<file path="config.mk">
export PLATFORM = sky130hd
export DESIGN_NAME = audio_sample_fifo
export DESIGN_NICKNAME = d
export VERILOG_FILES = /design/src/rtl/audio_sample_fifo.sv
export SDC_FILE = /design/constraint.sdc
export NUM_CORES = 1
export LEC_CHECK = 0
export BUFFER_PORTS_ARGS = -buffer_cell sky130_fd_sc_hd__buf_2
export CAP_MARGIN = 20
export CORE_MARGIN = 4
export CORE_UTILIZATION = 56
export CTS_CLUSTER_DIAMETER = 30
export DETAILED_ROUTE_END_ITERATION = 8
export PLACE_DENSITY_LB_ADDON = 0.25
export SYNTH_ARGS = -nofsm -noshare
export SYNTH_HDL_FRONTEND = slang
export SYNTH_SLANG_ARGS = --single-unit
</file>
<file path="constraint.sdc">
create_clock -name clk -period 3.67 [get_ports clk]
set_input_delay 0.367 -clock clk [delete_from_list [all_inputs] [get_ports clk]]
set_output_delay 0.367 -clock clk [all_outputs]
set_load 0.02 [all_outputs]
</file>
<file path="src/rtl/audio_sample_fifo.sv">
// ============================================================================
// Module   : audio_sample_fifo
// Brief    : Stereo frame FIFO that pairs 24-bit left/right words into 48-bit
//            frames and drains them show-ahead to the codec interface.
// Revision : 1.0 - initial release
// ============================================================================
`default_nettype none

module audio_sample_fifo #(
  parameter int DEPTH    = 16,
  parameter int LOW_MARK = 4
) (
  input  logic                     clk,
  input  logic                     resetn,
  input  logic                     i_push_left,
  input  logic                     i_push_right,
  input  logic [23:0]              i_push_data,
  input  logic                     i_flush,
  input  logic                     i_clr_overflow,
  output logic [47:0]              o_audio_out,
  output logic                     o_audio_out_valid,
  input  logic                     i_sink_full,
  output logic [$clog2(DEPTH):0]   o_level,
  output logic                     o_empty,
  output logic                     o_full,
  output logic                     o_low_water,
  output logic                     o_overflow
);

  localparam int c_PTR_W = $clog2(DEPTH);
  localparam int c_LVL_W = c_PTR_W + 1;
  localparam logic [c_LVL_W-1:0] c_DEPTH_LVL = c_LVL_W'(DEPTH);
  localparam logic [c_LVL_W-1:0] c_LOW_LVL   = c_LVL_W'(LOW_MARK);

  logic [47:0]         r_mem [DEPTH];
  logic [c_PTR_W-1:0]  r_wr_ptr;
  logic [c_PTR_W-1:0]  r_rd_ptr;
  logic [c_LVL_W-1:0]  r_level;
  logic [23:0]         r_left_hold;
  logic                r_overflow;

  logic                w_empty;
  logic                w_full;
  logic                w_pop;
  logic                w_accept;
  logic                w_drop;
  logic [47:0]         w_frame;

  // Status is derived from the registered level only, never from the strobes.
  assign w_empty = (r_level == '0);
  assign w_full  = (r_level == c_DEPTH_LVL);

  // Flush suppresses both sides of the queue for the cycle it is asserted.
  assign w_pop    = !w_empty && !i_sink_full && !i_flush;
  assign w_accept = i_push_right && !i_flush && (!w_full || w_pop);
  assign w_drop   = i_push_right && !i_flush && w_full && !w_pop;

  // A simultaneous left/right strobe forms a mono frame from the same word.
  assign w_frame = i_push_left ? {i_push_data, i_push_data}
                               : {r_left_hold, i_push_data};

  always_ff @(posedge clk) begin
    if (resetn && w_accept) begin
      r_mem[r_wr_ptr] <= w_frame;
    end
  end

  always_ff @(posedge clk) begin
    if (!resetn) begin
      r_wr_ptr    <= '0;
      r_rd_ptr    <= '0;
      r_level     <= '0;
      r_left_hold <= '0;
    end else if (i_flush) begin
      r_wr_ptr    <= '0;
      r_rd_ptr    <= '0;
      r_level     <= '0;
      r_left_hold <= '0;
    end else begin
      if (i_push_left) begin
        r_left_hold <= i_push_data;
      end
      if (w_accept) begin
        r_wr_ptr <= r_wr_ptr + 1'b1;
      end
      if (w_pop) begin
        r_rd_ptr <= r_rd_ptr + 1'b1;
      end
      case ({w_accept, w_pop})
        2'b10:   r_level <= r_level + 1'b1;
        2'b01:   r_level <= r_level - 1'b1;
        default: r_level <= r_level;
      endcase
    end
  end

  // A drop in the same cycle as a clear keeps the flag set.
  always_ff @(posedge clk) begin
    if (!resetn) begin
      r_overflow <= 1'b0;
    end else if (w_drop) begin
      r_overflow <= 1'b1;
    end else if (i_clr_overflow) begin
      r_overflow <= 1'b0;
    end
  end

  assign o_audio_out       = r_mem[r_rd_ptr];
  assign o_audio_out_valid = !w_empty;
  assign o_level           = r_level;
  assign o_empty           = w_empty;
  assign o_full            = w_full;
  assign o_low_water       = (r_level <= c_LOW_LVL);
  assign o_overflow        = r_overflow;

endmodule

`default_nettype wire
</file>
==> reports/qor.txt <==
Outcome - finished, final reports clean
Core area - 0.0542 mm2
Synth top area share - 74.7%
Starting DRT DRC Count - 1,538
Hold crit path type - input port to flop
I/O pin count - 89
TritonRoute pass-1 iters - 5
Vias per cell - 6.30
Hold_ws - 0.0518 ns
Average size of a mapped cell - 24.2 um2
GP Congestion - 0.750
I/O Buffers - 88
Clock root buffer - clkbuf_16
Slew Viols, Final - 0
Setup ws final - 0.340 ns
Fin crit share - 90.7%
Largest cells by area after synthesis - edfxtp_1 75%, mux4_2 16%, dfxtp_1 2.7%
Hold path cells - 1
Most used DFF post-synth - edfxtp_1
Row Count - 85
Worst Setup End Kind - primary output
FMAX - 300 MHz
Global-route usage over all layers - 23.7%
Flops & latches, synth - 810
Reg2reg path depth - 5
Final setup viols - 0
Die ar. - 0.0589 mm2
Pleak - 0.0118 uW
Largest net degree at the start of global routing - 63
Final ANT Viol Nets - 0
EDFF count, synth - 768
Measured slew at the worst slew-check pin - 1.05 ns
PostCTS Resize Cnt - 0
Util after Layout - 68.3%
Vias in the first global route - 15.2k
# DRC - 0
Finished Layout Cells - 2,279
Max_slew headroom - 29.8%
Area growth from synthesis to layout - 20.1%
Top cells by count, synth - 768 x edfxtp_1, 220 x mux4_2, 42 x dfxtp_1
Most frequent cell after synthesis - edfxtp_1
Hold Violations, Final - 0
CTS tree - yes
Worst setup path class - flop to primary output
Worst vdd ir - 0.449 mV
Startpoint Class - flop
Yosys warns - 0
Synth Net Count - 1,310
Required time of the critical path - 3.30 ns
Max_cap viols - 0
Synth Instances - 1,273
Met2 wire len - 34,200 um
Total wire length - 67,600 um
GR Overflow Total - 0
Reg clk slew, reported paths - 0.05 ns
Netlist cell types - 45
Unrepaired setup endpoints after global routing - false
Clock Tree Buf Depth - 3
Die W - 243 um
Detail Route met3 WL - 4780 um
Top sig layer - met4
Synthesized area - 0.0309 mm2
Dpl hpwl - 32,800 um
Vias - 14.3k
Clk_lat worst skew - 0.71 ns
Initial antenna violation count - 2
Placed Cells - 2,026
Leading area contributor after synthesis - edfxtp_1
Clock Skew - 0.0285 ns
Setup bufs post-CTS - 0
Fillcell total - 3,213
Die H - 243 um
Global-route wire length before repair - 102,000 um
Power density cells - 630 mW/mm2
Per-cell routed wire length - 29.6 um
Share of the yosys chip area belonging to registers - 77.4%
Hold-fix buffers, CTS - 2
WL met1 - 27,100 um
Asr flop ratio synth - 0%
Nets@finish - 1,510
H-tree levels - 4
Initial core utilization - 56.9%
CTS Buf Count - 139
Share of layout cells above drive strength 1 - 38.7%
Final Critical Period - 3.33 ns
CP Data Arrival Time - 2.96 ns
Crit-path max FO - 24
CTS sink count - 810
Dpl ws - 0.460 ns
[logic make-up (layout without fill, tap and decap cells)]
group           after synthesis  after routing  synth area share [%]
flops                       810            810                  77.4
mux                         268            268                  18.8
simple gates                 91             91                  1.53
buf+inv                      68            377                  1.29
compound gates               26             26                 0.616
fa+ha+maj                     6              6                 0.243
xor+xnor                      4              4                 0.114
other cells                   0              1                     0
[final timing paths]
path                                    to  slack [ns]                      from
setup / recovery            o_audio_out[1]        0.34                      flop
hold / removal       r_mem[7][2]$_DFFE_PP_        0.05            i_push_data[2]
setup reg to reg    r_mem[5][41]$_DFFE_PP_        0.63   o_level[1]$_SDFFE_PP0P_
hold reg to reg   r_wr_ptr[1]$_SDFFE_PP0N_        0.55  r_wr_ptr[1]$_SDFFE_PP0N_
[sequential cells by signal, indices dropped and copies added, names as in the netlist, named ones only]
name and flops:
r_rd_ptr 4, r_left_hold 24, r_wr_ptr 4, o_overflow 1, o_level 5, r_mem 768
[where the power goes]
part / switching [uW] / internal (uW) / leakage, uW / total, uW
Clock: 4340 / 8440 / 0.00228 / 12800
Sequential: 10.1 / 10200 / 0.00729 / 10200
Combinational: 266 / 107 / 0.00223 / 373
Total: 4620 / 18700 / 0.0118 / 23300
[worst max-delay path, stage by stage (launching register included)]
cell	delay, ns
dfxtp_4	0.43
buf_4	0.46
mux4_1	0.63
mux4_2	0.53
buf_2	0.19
[layout make-up]
cell class	count	area [um2]	share of cell area [%]
tap	696	871	2.35
clock inverter	86	991	2.67
clock buffer	164	3710	10.0
antenna	1	2.50	0.00675
inverter	4	15.0	0.0405
multi-input combinational	395	6690	18.1
sequential	810	23900	64.5
timing repair buffer	123	858	2.32
[metal layers]
metal | up-vias | track usage (%)
li1 | 5915 | -
met1 | 7682 | 33.1
met2 | 636 | 38.2
met3 | 115 | 5.15
met4 | 0 | 7.62
met5 | - | 0
[cells in the final DEF (no fill, tap or decap), drive strengths merged, types with 5 or more instances in the layout]
| cell type | n |
|---|---|
| o21ai | 5 |
| dfxtp | 42 |
| inv | 17 |
| clkinv | 45 |
| nor2 | 25 |
| nand2 | 13 |
| edfxtp | 768 |
| clkinvlp | 11 |
| mux2 | 24 |
| mux4 | 240 |
| and2 | 24 |
| bufinv | 17 |
| clkbuf | 164 |
| ha | 6 |
| buf | 121 |
| nand3 | 6 |
[through the flow]
stage / instance area (um2) / setup TNS [ns] / total power (uW)
floorplan: 30900 / -73.15 / 10600
global placement: 32300 / 0 / 10700
detailed placement: 32300 / 0 / 10700
CTS: 37100 / 0 / 23500
global route: 37100 / 0 / 24000
finish: 37100 / 0 / 23300
Note: power is estimated with default switching activity, not from simulation.
